<file path="config.mk">
export PLATFORM = sky130hd
export DESIGN_NAME = mt9v034_stream_framer
export DESIGN_NICKNAME = d
export VERILOG_FILES = /design/src/rtl/mt9v034_pkg.sv /design/src/rtl/px_stream_fifo.sv /design/src/rtl/mt9v034_stream_framer.sv
export SDC_FILE = /design/constraint.sdc
export NUM_CORES = 1
export LEC_CHECK = 0
export BUFFER_PORTS_ARGS = -buffer_cell sky130_fd_sc_hd__buf_2
export CAP_MARGIN = 25
export CORE_ASPECT_RATIO = 2
export CORE_MARGIN = 5
export CORE_UTILIZATION = 50
export DETAILED_ROUTE_END_ITERATION = 10
export GPL_TIMING_DRIVEN = 0
export PLACE_DENSITY = 0.67
export SYNTH_ARGS = -nofsm -noshare
export SYNTH_HDL_FRONTEND = slang
export SYNTH_HIERARCHICAL = 1
export SYNTH_SLANG_ARGS = --single-unit
</file>
<file path="constraint.sdc">
create_clock -name pxclk -period 6.91 [get_ports pxclk]
set_clock_uncertainty 0.2 [all_clocks]
set_input_delay 0.3455 -clock pxclk [delete_from_list [all_inputs] [get_ports pxclk]]
set_output_delay 0.3455 -clock pxclk [all_outputs]
set_load 0.05 [all_outputs]
</file>
<file path="src/rtl/mt9v034_pkg.sv">
// Shared types and constants for the MT9V034 stream framer.
// Default field positions describe the reversed 12-bit LVDS word.
package mt9v034_pkg;

  typedef enum logic [2:0] {INIT, SYNC, IDLE, FRAME, LINE} state_e;

  localparam int unsigned ERR_OVF    = 0;
  localparam int unsigned ERR_LEN    = 1;
  localparam int unsigned ERR_LVNOFV = 2;

  localparam int unsigned DEF_WORD_W     = 12;
  localparam int unsigned DEF_PIX_W      = 8;
  localparam int unsigned DEF_PIX_LSB    = 1;
  localparam int unsigned DEF_LV_BIT     = 9;
  localparam int unsigned DEF_FV_BIT     = 10;
  localparam int unsigned DEF_CNT_W      = 11;
  localparam int unsigned DEF_FIFO_DEPTH = 16;

endpackage

</file>
<file path="src/rtl/px_stream_fifo.sv">
// Synchronous FIFO with a registered output stage; the output register counts toward DEPTH,
// so at most DEPTH entries are ever accepted while the reader stalls.
module px_stream_fifo #(
  parameter int unsigned WIDTH = 10,
  parameter int unsigned DEPTH = 16
) (
  input  logic             clk,
  input  logic             rst_n,
  input  logic             wr_en,
  input  logic [WIDTH-1:0] wr_data,
  input  logic             rd_ready,
  output logic             rd_valid,
  output logic [WIDTH-1:0] rd_data,
  output logic             full,
  output logic             empty
);

  localparam int unsigned AW = $clog2(DEPTH);
  localparam logic [AW:0] FullLvl = DEPTH[AW:0];

  logic [WIDTH-1:0] mem [DEPTH];
  logic [AW-1:0]    wr_ptr_q, rd_ptr_q;
  logic [AW:0]      count_q, count_d, stored;
  logic             out_valid_q;
  logic [WIDTH-1:0] out_data_q;
  logic             do_wr, do_pop, do_load;

  assign full    = (count_q == FullLvl);
  assign empty   = (count_q == '0);
  assign do_wr   = wr_en && !full;
  assign do_pop  = out_valid_q && rd_ready;
  // Entries still in memory, i.e. not yet moved into the output register.
  assign stored  = count_q - {{AW{1'b0}}, out_valid_q};
  assign do_load = (stored != '0) && (!out_valid_q || rd_ready);

  assign rd_valid = out_valid_q;
  assign rd_data  = out_data_q;

  always_comb begin
    count_d = count_q;
    if (do_wr && !do_pop) begin
      count_d = count_q + 1'b1;
    end else if (!do_wr && do_pop) begin
      count_d = count_q - 1'b1;
    end
  end

  always_ff @(posedge clk) begin
    if (do_wr) begin
      mem[wr_ptr_q] <= wr_data;
    end
  end

  always_ff @(posedge clk or negedge rst_n) begin
    if (!rst_n) begin
      wr_ptr_q    <= '0;
      rd_ptr_q    <= '0;
      count_q     <= '0;
      out_valid_q <= 1'b0;
      out_data_q  <= '0;
    end else begin
      count_q <= count_d;
      if (do_wr) begin
        wr_ptr_q <= wr_ptr_q + 1'b1;
      end
      if (do_load) begin
        rd_ptr_q    <= rd_ptr_q + 1'b1;
        out_data_q  <= mem[rd_ptr_q];
        out_valid_q <= 1'b1;
      end else if (do_pop) begin
        out_valid_q <= 1'b0;
      end
    end
  end

endmodule

</file>
<file path="src/rtl/mt9v034_stream_framer.sv">
// MT9V034 raw-word to AXI4-Stream framer with line/frame tracking and sticky errors.
// Optional MT9V034_TEST_PATTERN_EN adds tp_en, replacing pixels by (col + row).
module mt9v034_stream_framer
  import mt9v034_pkg::*;
#(
  parameter int unsigned WORD_W     = DEF_WORD_W,
  parameter bit          REVERSE    = 1'b1,
  parameter int unsigned PIX_W      = DEF_PIX_W,
  parameter int unsigned PIX_LSB    = DEF_PIX_LSB,
  parameter int unsigned LV_BIT     = DEF_LV_BIT,
  parameter int unsigned FV_BIT     = DEF_FV_BIT,
  parameter int unsigned CNT_W      = DEF_CNT_W,
  parameter int unsigned FIFO_DEPTH = DEF_FIFO_DEPTH
) (
  input  logic              pxclk,
  input  logic              pxrst_n,
  input  logic              rx_locked,
  input  logic              rx_valid,
  input  logic [WORD_W-1:0] rx_data,
  output logic [PIX_W-1:0]  m_tdata,
  output logic              m_tvalid,
  input  logic              m_tready,
  output logic              m_tuser,
  output logic              m_tlast,
  output logic [CNT_W-1:0]  line_len,
  output logic [CNT_W-1:0]  frame_rows,
  output logic              frame_done,
  output logic [2:0]        err_sticky,
  input  logic              err_clr
`ifdef MT9V034_TEST_PATTERN_EN
  ,
  input  logic              tp_en
`endif
);

  logic [WORD_W-1:0] word;
  logic [PIX_W-1:0]  pix, pix_first, pix_next;
  logic              lv, fv;

  for (genvar i = 0; i < WORD_W; i++) begin : g_rev
    assign word[i] = REVERSE ? rx_data[WORD_W-1-i] : rx_data[i];
  end

  assign pix = word[PIX_LSB +: PIX_W];
  assign lv  = word[LV_BIT];
  assign fv  = word[FV_BIT];

  state_e           state_q, state_d;
  logic             sof_q, sof_d, drop_q, drop_d;
  logic [CNT_W-1:0] col_q, col_d, row_q, row_d, first_len_q, first_len_d;
  logic [CNT_W-1:0] col_inc, row_inc;
  logic             hold_v_q, hold_v_d, hold_sof_q, hold_sof_d;
  logic [PIX_W-1:0] hold_pix_q, hold_pix_d;
  logic [CNT_W-1:0] line_len_q, line_len_d, frame_rows_q, frame_rows_d;
  logic             frame_done_q, frame_done_d;
  logic [2:0]       err_q, err_d, err_set;
  logic             push, push_last, fifo_wr, fifo_full, fifo_empty;
  logic [PIX_W+1:0] fifo_rd;

  assign col_inc = (&col_q) ? col_q : col_q + 1'b1;
  assign row_inc = (&row_q) ? row_q : row_q + 1'b1;

`ifdef MT9V034_TEST_PATTERN_EN
  // row_q is zero whenever a frame starts, so the first pixel of line 0 reads 0.
  assign pix_first = tp_en ? PIX_W'(row_q) : pix;
  assign pix_next  = tp_en ? PIX_W'(col_inc + row_q) : pix;
`else
  assign pix_first = pix;
  assign pix_next  = pix;
`endif

  always_comb begin
    state_d      = state_q;
    sof_d        = sof_q;
    drop_d       = drop_q;
    col_d        = col_q;
    row_d        = row_q;
    first_len_d  = first_len_q;
    hold_v_d     = hold_v_q;
    hold_sof_d   = hold_sof_q;
    hold_pix_d   = hold_pix_q;
    line_len_d   = line_len_q;
    frame_rows_d = frame_rows_q;
    frame_done_d = 1'b0;
    push         = 1'b0;
    push_last    = 1'b0;
    err_set      = '0;
    if (!rx_locked) begin
      state_d  = INIT;
      hold_v_d = 1'b0;
      row_d    = '0;
    end else begin
      unique case (state_q)
        INIT: state_d = SYNC;
        SYNC: if (rx_valid && !fv && !lv) state_d = IDLE;
        IDLE: begin
          if (rx_valid && fv) begin
            sof_d  = 1'b1;
            drop_d = 1'b0;
            row_d  = '0;
            col_d  = '0;
            if (lv) begin
              state_d    = LINE;
              hold_v_d   = 1'b1;
              hold_pix_d = pix_first;
              hold_sof_d = 1'b1;
              sof_d      = 1'b0;
            end else begin
              state_d = FRAME;
            end
          end
        end
        FRAME: begin
          if (rx_valid && fv && lv) begin
            state_d    = LINE;
            col_d      = '0;
            hold_v_d   = 1'b1;
            hold_pix_d = pix_first;
            hold_sof_d = sof_q;
            sof_d      = 1'b0;
          end else if (rx_valid && !fv && !lv) begin
            state_d      = IDLE;
            frame_done_d = 1'b1;
            frame_rows_d = row_q;
            row_d        = '0;
          end
        end
        LINE: begin
          if (rx_valid && fv && lv) begin
            push       = hold_v_q;
            col_d      = col_inc;
            hold_v_d   = 1'b1;
            hold_pix_d = pix_next;
            hold_sof_d = sof_q;
            sof_d      = 1'b0;
          end else if (rx_valid && !lv) begin
            push       = hold_v_q;
            push_last  = 1'b1;
            hold_v_d   = 1'b0;
            line_len_d = col_inc;
            row_d      = row_inc;
            if (row_q == '0) begin
              first_len_d = col_inc;
            end else if (col_inc != first_len_q) begin
              err_set[ERR_LEN] = 1'b1;
            end
            if (fv) begin
              state_d = FRAME;
            end else begin
              state_d      = IDLE;
              frame_done_d = 1'b1;
              frame_rows_d = row_inc;
              row_d        = '0;
            end
          end
        end
        default: state_d = INIT;
      endcase
      if (rx_valid && lv && !fv && state_q != INIT) begin
        err_set[ERR_LVNOFV] = 1'b1;
      end
    end
    // Once a pixel is lost the rest of the frame is discarded until the next SOF.
    if (push && !drop_q && fifo_full) begin
      err_set[ERR_OVF] = 1'b1;
      drop_d           = 1'b1;
    end
    err_d = err_clr ? '0 : (err_q | err_set);
  end

  assign fifo_wr = push && !drop_q && !fifo_full;

  always_ff @(posedge pxclk or negedge pxrst_n) begin
    if (!pxrst_n) begin
      state_q      <= INIT;
      sof_q        <= 1'b0;
      drop_q       <= 1'b0;
      col_q        <= '0;
      row_q        <= '0;
      first_len_q  <= '0;
      hold_v_q     <= 1'b0;
      hold_sof_q   <= 1'b0;
      hold_pix_q   <= '0;
      line_len_q   <= '0;
      frame_rows_q <= '0;
      frame_done_q <= 1'b0;
      err_q        <= '0;
    end else begin
      state_q      <= state_d;
      sof_q        <= sof_d;
      drop_q       <= drop_d;
      col_q        <= col_d;
      row_q        <= row_d;
      first_len_q  <= first_len_d;
      hold_v_q     <= hold_v_d;
      hold_sof_q   <= hold_sof_d;
      hold_pix_q   <= hold_pix_d;
      line_len_q   <= line_len_d;
      frame_rows_q <= frame_rows_d;
      frame_done_q <= frame_done_d;
      err_q        <= err_d;
    end
  end

  px_stream_fifo #(
    .WIDTH (PIX_W + 2),
    .DEPTH (FIFO_DEPTH)
  ) u_fifo (
    .clk      (pxclk),
    .rst_n    (pxrst_n),
    .wr_en    (fifo_wr),
    .wr_data  ({hold_sof_q, push_last, hold_pix_q}),
    .rd_ready (m_tready),
    .rd_valid (m_tvalid),
    .rd_data  (fifo_rd),
    .full     (fifo_full),
    .empty    (fifo_empty)
  );

  assign {m_tuser, m_tlast, m_tdata} = fifo_rd;
  assign line_len   = line_len_q;
  assign frame_rows = frame_rows_q;
  assign frame_done = frame_done_q;
  assign err_sticky = err_q;

  logic unused_bits;
  assign unused_bits = ^{word, fifo_empty};

endmodule

</file>
==> flow_metrics.env, run 1 <==
export IMPL_netSwitchingPower_mw=1.23
export IMPL_gp_routability_congestion=0.905
export IMPL_num_antenna_cells=0
export IMPL_ff2ff_setup_slack_ps=3060
export IMPL_grt_antenna_before_repair=0
export IMPL_gr_total_overflow=0
export IMPL_reg2reg_depth=14
export IMPL_post_route_min_period_ps=3850
export IMPL_max_freq_mhz=260
export IMPL_timing_final_max_slew_violations=0
export IMPL_dp_cells=1133
export IMPL_rows=78
export IMPL_pin_count=55
export IMPL_cts_root_buf="sky130_fd_sc_hd__clkbuf_16"
export IMPL_critPathKind="reg2reg"
export IMPL_p_int_mw=2.87
export IMPL_grt_pass1_vias=7218
export IMPL_critical_path_top_delay_family="simple AND/OR/NAND/NOR gates"
export IMPL_cts_tree="built"
export IMPL_detailed_place_area_um2=12000
export IMPL_finalCoreUtilization=0.571
export IMPL_drive_gt1_frac=0.200
export IMPL_cpPeakStageDelay_ps=510
export IMPL_power_static_leakage_nw=4.93
export IMPL_die_area_um2=25900
export IMPL_vdd_ir_drop_max_mv=0.238
export IMPL_routedWlPerCell_um=21.6
export IMPL_worstReg2RegEnd="u_fifo/count_q[4]"
export IMPL_maximum_number_of_pins_on_one_net_before_global_route_repair=54
export IMPL_synth_fp_nets=827
export IMPL_drt_drc_violations_left=0
export IMPL_worst_setup_path_endpoint="u_fifo/count_q[4]"
export IMPL_worst_path_stages=14
export IMPL_routed_wirelength_mm=25.7
export IMPL_min_delay_path_class="in2reg"
export IMPL_maxSlewHeadroom=0.303
export IMPL_path_cells="buf_2, nor3b_4, nand2_1, a2111oi_2, nor2b_1, nor2b_1, buf_2, ha_1, inv_1, ha_1, a21o_1, a21oi_1, mux2i_1, xnor2_1"
export IMPL_post_dp_hpwl_mm=18.3
export IMPL_fin_ws_ps=3060
export IMPL_area_growth_pct=13.7
export IMPL_critical_path_startpoint_type="flop"
export IMPL_cts_setup_buffers=0
export IMPL_final_area_um2=12900
export IMPL_critical_path_endpoint_type="flop"
export IMPL_ant_nets=0
export IMPL_cts_max_path_buffers=3
export IMPL_final_cell_mix="160 x sky130_fd_sc_hd__edfxtp_1, 98 x sky130_fd_sc_hd__dfrtp_1, 74 x sky130_fd_sc_hd__nand2_1, 68 x sky130_fd_sc_hd__buf_2, 47 x sky130_fd_sc_hd__o21ai_0"
export IMPL_viasPerCell=5.79
export IMPL_synth_warnings=6
export IMPL_hold_depth=3
export IMPL_port_buffers=51
export IMPL_most_common_cell_after_layout_fill_and_taps_aside="sky130_fd_sc_hd__edfxtp_1"
export IMPL_detailedPlace_worstSlack_ps=3090
export IMPL_grt_setup_unrepaired="false"
export IMPL_fin_nets=923
export IMPL_clock_insertion_delay_worst_skew_ps=520
export IMPL_die_width_um=116
export IMPL_detail_route_first_pass_iterations=5
export IMPL_fin_crit_sh=0.557
export IMPL_power_share_combinational=0.239
export IMPL_finalSetupTns_ps=0
export IMPL_worst_ep_required_time_ps=7160
export IMPL_fp_dieH_um=223
export IMPL_cts_buffers=23
export IMPL_netSwitchingFraction=0.300
export IMPL_cp_data_arrival_time_ps=4100
export IMPL_drt_initial_drc_count=330
export IMPL_syn_instance_count=795
export IMPL_status="finished clean"
export IMPL_worst_path_max_delay_cell="sky130_fd_sc_hd__nor3b_4"
export IMPL_cts_htree_levels=1
export IMPL_syn_avg_cell_area_um2=14.2
export IMPL_mappedNetlistArea_um2=11300
export IMPL_grt_first_pass_wirelength_mm=40.7
export IMPL_cp_max_fo=10
export IMPL_setup_viol=0
export IMPL_number_of_maximum_capacitance_violations=0
export IMPL_critical_path_buf_inv_count=3
export IMPL_power_density_cell_area_nw_per_um2=319
export IMPL_sequentialPowerShare=0.465
export IMPL_worst_slew_pin_transition_ps=1040
export IMPL_timing_critical_path_from="state_q[2]"
export IMPL_detailroute_via_count=6874
export IMPL_share_of_power_burned_in_the_clock_network=0.296
export IMPL_clk_transition_reported_paths_ps=70
export IMPL_core_area_um2=22500
export IMPL_fin_cells=1188
export IMPL_initial_utilization=0.502
export IMPL_numClockSinks=258
export IMPL_timing_rr_start="state_q[2]"
export IMPL_final_hold_viol_count=0
export IMPL_final_fill_count=1812
export IMPL_grtUsageTotal=0.207
## per-layer routing
| layer | global-route usage | wire (um) | up-vias |
|---|---|---|---|
| met5 | 0 | 0 | - |
| met4 | 0.0895 | 1100 | 0 |
| met3 | 0.0199 | 793 | 50 |
| met2 | 0.393 | 14800 | 158 |
| met1 | 0.226 | 9020 | 3448 |
| li1 | - | - | 3218 |
## state kept, by name, summed over array words and instances, names as in the netlist
register and count:
col_q 11, drop_q 1, err_sticky 3, first_len_q 11, frame_done 1, frame_rows 11
hold_pix_q 8, hold_sof_q 1, hold_v_q 1, line_len 11, row_q 11, sof_q 1
state_q 3, u_fifo/count_q 5, u_fifo/mem 160, u_fifo/rd_data 10, u_fifo/rd_ptr_q 4, u_fifo/rd_valid 1
u_fifo/wr_ptr_q 4
## power by group through the flow
stage	clock (mW)	combinational (mW)	sequential, mW
2_1_floorplan	0	0.626	1.99
3_3_place_gp	0	0.975	1.94
3_5_place_dp	0	0.991	1.94
4_1_cts	1.26	0.999	1.91
5_1_grt	1.31	1.05	1.92
6_report	1.22	0.981	1.91
## worst min-delay path by stage
stage	slack [ps]	to	from
floorplan	-150	col_q[0]	pxrst_n
global placement	260	line_len[2]	line_len[2]
CTS	4	hold_v_q	rx_locked
detailed placement	210	first_len_q[9]	pxrst_n
finish	30	err_sticky[2]	rx_valid
global route	30	hold_v_q	rx_locked
## worst min-delay path, delay by kind of cell
kind	cells	cell delay, ps
buffers and inverters	1	160
AOI/OAI and AO/OA	1	160
and+or+nand+nor	1	50
## area by class of cell
| cell class | instances | area, um2 | area share |
|---|---|---|---|
| plain buffers | 43 | 249 | 0.0194 |
| clock buffers | 27 | 591 | 0.0459 |
| clock inverters | 15 | 123 | 0.00953 |
| inverters | 18 | 67.6 | 0.00525 |
| multi-input cells | 476 | 3760 | 0.293 |
| flip-flops and latches | 258 | 7260 | 0.564 |
| well taps | 280 | 350 | 0.0272 |
| repair buffers | 71 | 462 | 0.0359 |
## through the flow
step / power, mW / hold slack (ps)
floorplan: 2.62 / -150
global placement: 2.91 / 258
detailed placement: 2.94 / 214
CTS: 4.17 / 4.03
global route: 4.28 / 32.4
finish: 4.10 / 34.0
## what timing repair did
| action | 4_1_cts | 5_1_grt |
|---|---|---|
| resized for setup | 0 | 0 |
| hold buffers | 11 | 0 |
| hold endpoints to repair | 57 | 0 |
Power figures use the tool's default switching activity.
==> run 2, diff against run 1 <==
==> constraint.sdc (replaced) <==
create_clock -name pxclk -period 4 [get_ports pxclk]
set_clock_uncertainty 0.2 [all_clocks]
set_input_delay 0.2 -clock pxclk [delete_from_list [all_inputs] [get_ports pxclk]]
set_output_delay 0.2 -clock pxclk [all_outputs]
set_load 0.05 [all_outputs]
==> run 2 against run 1 <==
Worst setup slack worse by 2800 ps. Global-route usage hardly changed. Register-to-register slack got worse by 2800 ps. Hold slack better by 2.3 ps. Total power grew 73%. Maximum frequency increased by 4.2%. Non-clock buffer count rose by 6. Die area unchanged. Clock-buffer cell count unchanged.
==> flow_metrics.env, run 2 (synthesis gave the netlist of run 1 again) <==
export IMPL_post_route_min_period_ps=3700
export IMPL_gp_routability_congestion=0.905
export IMPL_finalSetupTns_ps=0
export IMPL_cpPeakStageDelay_ps=390
export IMPL_rows=78
export IMPL_maximum_number_of_pins_on_one_net_before_global_route_repair=54
export IMPL_post_dp_hpwl_mm=18.3
export IMPL_ctsResizeCount=0
export IMPL_port_buffers=51
export IMPL_sequentialPowerShare=0.464
export IMPL_final_cell_mix="160 x sky130_fd_sc_hd__edfxtp_1, 98 x sky130_fd_sc_hd__dfrtp_1, 74 x sky130_fd_sc_hd__nand2_1, 68 x sky130_fd_sc_hd__buf_2, 47 x sky130_fd_sc_hd__o21ai_0"
export IMPL_clock_insertion_delay_worst_skew_ps=530
export IMPL_cp_max_fo=10
export IMPL_power_density_cell_area_nw_per_um2=549
export IMPL_die_width_um=116
export IMPL_grt_first_pass_wirelength_mm=40.8
export IMPL_critical_path_top_delay_family="simple AND/OR/NAND/NOR gates"
export IMPL_viasPerCell=5.76
export IMPL_gr_total_overflow=0
export IMPL_min_delay_path_class="in2async"
export IMPL_netSwitchingFraction=0.300
export IMPL_critical_path_endpoint_type="flop"
export IMPL_vdd_ir_drop_max_mv=0.412
export IMPL_cts_max_path_buffers=3
export IMPL_power_share_combinational=0.239
export IMPL_initial_utilization=0.502
export IMPL_p_int_mw=4.97
export IMPL_maxSlewHeadroom=0.330
export IMPL_worst_path_max_delay_cell="sky130_fd_sc_hd__nor3b_4"
export IMPL_drt_initial_drc_count=351
export IMPL_pin_count=55
export IMPL_fin_crit_sh=0.924
export IMPL_status="finished clean"
export IMPL_critPathKind="reg2reg"
export IMPL_timing_final_max_slew_violations=0
export IMPL_cts_root_buf="sky130_fd_sc_hd__clkbuf_16"
export IMPL_critical_path_buf_inv_count=3
export IMPL_grt_pass1_vias=7239
export IMPL_drive_gt1_frac=0.202
export IMPL_routed_wirelength_mm=25.7
export IMPL_routedWlPerCell_um=21.5
export IMPL_fp_dieH_um=223
export IMPL_netSwitchingPower_mw=2.13
export IMPL_worst_slew_pin_transition_ps=1000
export IMPL_regMostFlops="u_fifo/mem"
export IMPL_ant_nets=0
export IMPL_number_of_maximum_capacitance_violations=0
export IMPL_most_common_cell_after_layout_fill_and_taps_aside="sky130_fd_sc_hd__edfxtp_1"
export IMPL_max_freq_mhz=271
export IMPL_grt_antenna_before_repair=0
export IMPL_die_area_um2=25900
export IMPL_power_static_leakage_nw=4.96
export IMPL_final_hold_viol_count=0
export IMPL_core_area_um2=22500
export IMPL_grt_setup_unrepaired="false"
export IMPL_cts_buffers=23
export IMPL_path_cells="buf_2, nor3b_4, nand2_1, a2111oi_2, nor2b_1, nor2b_1, buf_2, ha_1, inv_1, ha_1, a21o_1, a21oi_1, mux2i_1, xnor2_1"
export IMPL_worst_ep_required_time_ps=4250
export IMPL_cts_tree="built"
export IMPL_drt_drc_violations_left=0
export IMPL_max_reg_flops=160
export IMPL_grtUsageTotal=0.208
export IMPL_cts_htree_levels=1
export IMPL_num_antenna_cells=0
export IMPL_setup_viol=0
export IMPL_clk_transition_reported_paths_ps=70
export IMPL_dp_cells=1133
export IMPL_area_growth_pct=14.1
export IMPL_detail_route_first_pass_iterations=5
export IMPL_critical_path_startpoint_type="flop"
export IMPL_numClockSinks=258
export IMPL_fin_nets=929
export IMPL_detailroute_via_count=6880
export IMPL_share_of_power_burned_in_the_clock_network=0.296
export IMPL_fin_cells=1194
export IMPL_cp_data_arrival_time_ps=3940
[run 2: changes by cell type in the layout (fill, tap and decap cells not counted), sizes merged]
| cell | change |
|---|---|
| buf | +3 |
| dlygate4sd3 | +3 |
[run 2: power groups by stage]
| stage | logic [mW] | clock network, mW | registers [mW] |
|---|---|---|---|
| after global routing | 1.82 | 2.26 | 3.32 |
| after CTS | 1.73 | 2.17 | 3.31 |
| final | 1.70 | 2.10 | 3.29 |
| after detailed placement | 1.71 | 0 | 3.36 |
| after global placement | 1.68 | 0 | 3.34 |
| after floorplan | 1.08 | 0 | 3.44 |
[run 2: metrics by stage]
step | setup WS (ps) | hold slack, ps | area, um2 | power, mW | utilization
global route | 27.7 | 106 | 12900 | 7.40 | 0.573
detailed placement | 177 | 68.1 | 12000 | 5.07 | 0.533
floorplan | 670 | -296 | 11300 | 4.52 | -
global placement | -151 | 199 | 11900 | 5.03 | 0.529
CTS | 163 | 41.8 | 12900 | 7.20 | 0.571
finish | 305 | 36.3 | 12900 | 7.09 | 0.573
[run 2: final cells by class]
type                       instances  area [um2]
buffer                            43         249
fill                            1803        9630
timing repair buffer              77         514
sequential                       258        7260
clock inverter                    15         123
multi-input combinational        476        3760
inverter                          18        67.6
tap                              280         350
clock buffer                      27         591
[run 2: final timing paths]
| kind | to | slack [ps] | cells past startpoint | startpoint |
|---|---|---|---|---|
| min in group pxclk | sof_q | 150 | 3 | rx_data[2] |
| max in group asynchronous | row_q[7] | 2840 | 3 | pxrst_n |
| max | u_fifo/count_q[4] | 300 | 14 | state_q[2] |
| max reg2reg | u_fifo/count_q[4] | 300 | 14 | state_q[2] |
| min reg2reg | line_len[2] | 270 | 2 | line_len[2] |
| min | first_len_q[9] | 40 | 2 | pxrst_n |
[run 2: repair_timing]
| action | 4_1_cts | 5_1_grt |
|---|---|---|
| hold endpoints to repair | 78 | 0 |
| setup buffers | 0 | 3 |
| hold buffers | 14 | 0 |
| setup endpoints to repair | 0 | 15 |
[run 2: per-layer routing]
metal	GRT usage	vias up	share of wire
met5	0	-	0
met4	0.0880	0	0.043
met2	0.395	156	0.58
met1	0.226	3437	0.35
li1	-	3231	-
met3	0.0204	56	0.032
==> run 3, diff against run 2 <==
--- a/config.mk
+++ b/config.mk
@@ -10,9 +10,10 @@
 export CORE_ASPECT_RATIO = 2
 export CORE_MARGIN = 5
 export CORE_UTILIZATION = 50
+export CTS_CLUSTER_DIAMETER = 50
 export DETAILED_ROUTE_END_ITERATION = 10
 export GPL_TIMING_DRIVEN = 0
-export PLACE_DENSITY = 0.67
+export PLACE_DENSITY = 0.74
 export SYNTH_ARGS = -nofsm -noshare
 export SYNTH_HDL_FRONTEND = slang
 export SYNTH_HIERARCHICAL = 1
==> run 3 against run 2 <==
Core utilization up 0.55 points. Combinational power about the same. Sequential power barely moved. Sequential cell count stayed put. Clock-buffer cell count increased by 2.
==> flow_metrics.env, run 3 (synthesis gave the netlist of run 1 again) <==
export IMPL_finalSetupTns_ps=0
export IMPL_pin_count=55
export IMPL_grt_pass1_vias=7097
export IMPL_area_growth_pct=15.2
export IMPL_detailroute_via_count=6958
export IMPL_drt_drc_violations_left=0
export IMPL_drive_gt1_frac=0.206
export IMPL_clock_insertion_delay_worst_skew_ps=520
export IMPL_initial_utilization=0.502
export IMPL_cts_root_buf="sky130_fd_sc_hd__clkbuf_16"
export IMPL_status="finished clean"
export IMPL_critical_path_endpoint_type="flop"
export IMPL_post_route_min_period_ps=3690
export IMPL_power_density_cell_area_nw_per_um2=561
export IMPL_cts_buffers=23
export IMPL_final_fill_count=1761
export IMPL_power_share_combinational=0.234
export IMPL_rows=78
export IMPL_grtUsageTotal=0.199
export IMPL_cp_data_arrival_time_ps=3940
export IMPL_regMostFlops="u_fifo/mem"
export IMPL_use_met1=0.219
export IMPL_detailed_place_area_um2=12000
export IMPL_port_buffers=51
export IMPL_detailedPlace_worstSlack_ps=108
export IMPL_number_of_maximum_capacitance_violations=0
export IMPL_cp_max_fo=10
export IMPL_fin_ws_ps=312
export IMPL_clk_transition_reported_paths_ps=70
export IMPL_critical_path_startpoint_type="flop"
export IMPL_power_static_leakage_nw=5.03
export IMPL_final_area_um2=13000
export IMPL_ant_nets=0
export IMPL_netSwitchingFraction=0.292
export IMPL_fp_dieH_um=223
export IMPL_final_hold_viol_count=0
export IMPL_final_cell_mix="160 x sky130_fd_sc_hd__edfxtp_1, 98 x sky130_fd_sc_hd__dfrtp_1, 74 x sky130_fd_sc_hd__nand2_1, 68 x sky130_fd_sc_hd__buf_2, 47 x sky130_fd_sc_hd__o21ai_0"
export IMPL_cts_tree="built"
export IMPL_p_int_mw=5.18
export IMPL_grt_setup_unrepaired="false"
export IMPL_numClockSinks=258
export IMPL_die_width_um=116
export IMPL_detail_route_first_pass_iterations=4
export IMPL_worst_ep_required_time_ps=4250
export IMPL_routed_wirelength_mm=25.2
export IMPL_vdd_ir_drop_max_mv=0.447
export IMPL_die_area_um2=25900
export IMPL_worst_slew_pin_transition_ps=1040
export IMPL_critPathKind="reg2reg"
export IMPL_global_routing_s_busiest_layer="met2"
export IMPL_routedWlPerCell_um=21.1
export IMPL_fin_crit_sh=0.922
export IMPL_drt_initial_drc_count=361
export IMPL_grt_first_pass_wirelength_mm=39.2
export IMPL_grt_util_met3=0.0213
export IMPL_netSwitchingPower_mw=2.14
export IMPL_max_freq_mhz=271
export IMPL_cts_htree_levels=1
export IMPL_viasPerCell=5.81
export IMPL_sequentialPowerShare=0.449
export IMPL_timing_final_max_slew_violations=0
export IMPL_setup_viol=0
export IMPL_cts_max_path_buffers=3
export IMPL_post_dp_hpwl_mm=17.7
export IMPL_fin_nets=933
export IMPL_post_layout_total_power_mw=7.32
export IMPL_core_area_um2=22500
export IMPL_share_of_power_burned_in_the_clock_network=0.317
export IMPL_min_delay_path_class="in2async"
export IMPL_maxSlewHeadroom=0.303
export IMPL_most_common_cell_after_layout_fill_and_taps_aside="sky130_fd_sc_hd__edfxtp_1"
export IMPL_maximum_number_of_pins_on_one_net_before_global_route_repair=57
export IMPL_max_reg_flops=160
export IMPL_num_antenna_cells=0
export IMPL_grt_util_met2=0.370
export IMPL_ctsResizeCount=0
export IMPL_gp_routability_congestion=0.890
export IMPL_gr_total_overflow=0
export IMPL_grt_antenna_before_repair=0
## run 3: cell count changes in the layout (fill, tap and decap cells not counted), sizes merged
cell	before	now
clkbuf	38	39
clkinvlp	3	2
buf	94	98
clkinv	9	5
dlygate4sd3	14	15
bufinv	1	4
## run 3: worst paths after layout
check,from,to,cells past startpoint,slack [ps]
setup / recovery,state_q[2],u_fifo/count_q[4],14,310
hold / removal,pxrst_n,frame_done,2,50
setup reg to reg,state_q[2],u_fifo/count_q[4],14,310
hold reg to reg,line_len[5],line_len[5],2,280
max in group asynchronous,pxrst_n,col_q[8],3,2850
min in group pxclk,rx_data[2],hold_v_q,4,120
## run 3: final cells by class
cell class / instances / area, um2 / share of cell area
Clock inverter: 13 / 181 / 0.0139
Multi-Input combinational cell: 476 / 3760 / 0.289
Clock buffer: 29 / 608 / 0.0466
Inverter: 18 / 67.6 / 0.00518
Sequential cell: 258 / 7260 / 0.557
Timing Repair Buffer: 81 / 563 / 0.0432
Buffer: 43 / 249 / 0.0191
Tap cell: 280 / 350 / 0.0269
## run 3: stage by stage
step	hold slack [ps]	utilization	std cells
finish	49.7	0.578	1198
global route	114	0.578	1198
CTS	56.9	0.576	1190
detailed placement	58.6	0.534	1133
global placement	200	0.529	1126
floorplan	-296	-	795
## run 3: power by group through the flow
| stage | clock network, mW | registers, mW | logic, mW |
|---|---|---|---|
| after floorplan | 0 | 3.44 | 1.08 |
| after global placement | 0 | 3.33 | 1.68 |
| after detailed placement | 0 | 3.35 | 1.72 |
| after CTS | 2.37 | 3.29 | 1.74 |
| after global routing | 2.49 | 3.32 | 1.84 |
| final | 2.32 | 3.29 | 1.71 |
## run 3: what timing repair did
action	in CTS	in global routing
hold buffers	15	0
endpoints found under the hold margin	115	0
setup buffers	0	2
endpoints found under the setup margin	0	24
## run 3: layer usage
layer	vias up	wire length, um
met2	171	14300
li1	3229	-
met3	55	927
met5	-	0
met1	3503	8820
met4	0	1210
## run 3: critical path: stages, from the launching register on
cell and delay (ps):
sky130_fd_sc_hd__dfrtp_1 370, sky130_fd_sc_hd__buf_2 210, sky130_fd_sc_hd__nor3b_4 330, sky130_fd_sc_hd__nand2_1 140, sky130_fd_sc_hd__a2111oi_2 420, sky130_fd_sc_hd__nor2b_1 180, sky130_fd_sc_hd__nor2b_1 130, sky130_fd_sc_hd__buf_2 210
sky130_fd_sc_hd__ha_1 240, sky130_fd_sc_hd__inv_1 110, sky130_fd_sc_hd__ha_1 340, sky130_fd_sc_hd__a21o_1 200, sky130_fd_sc_hd__a21oi_1 170, sky130_fd_sc_hd__mux2i_1 230, sky130_fd_sc_hd__xnor2_1 140
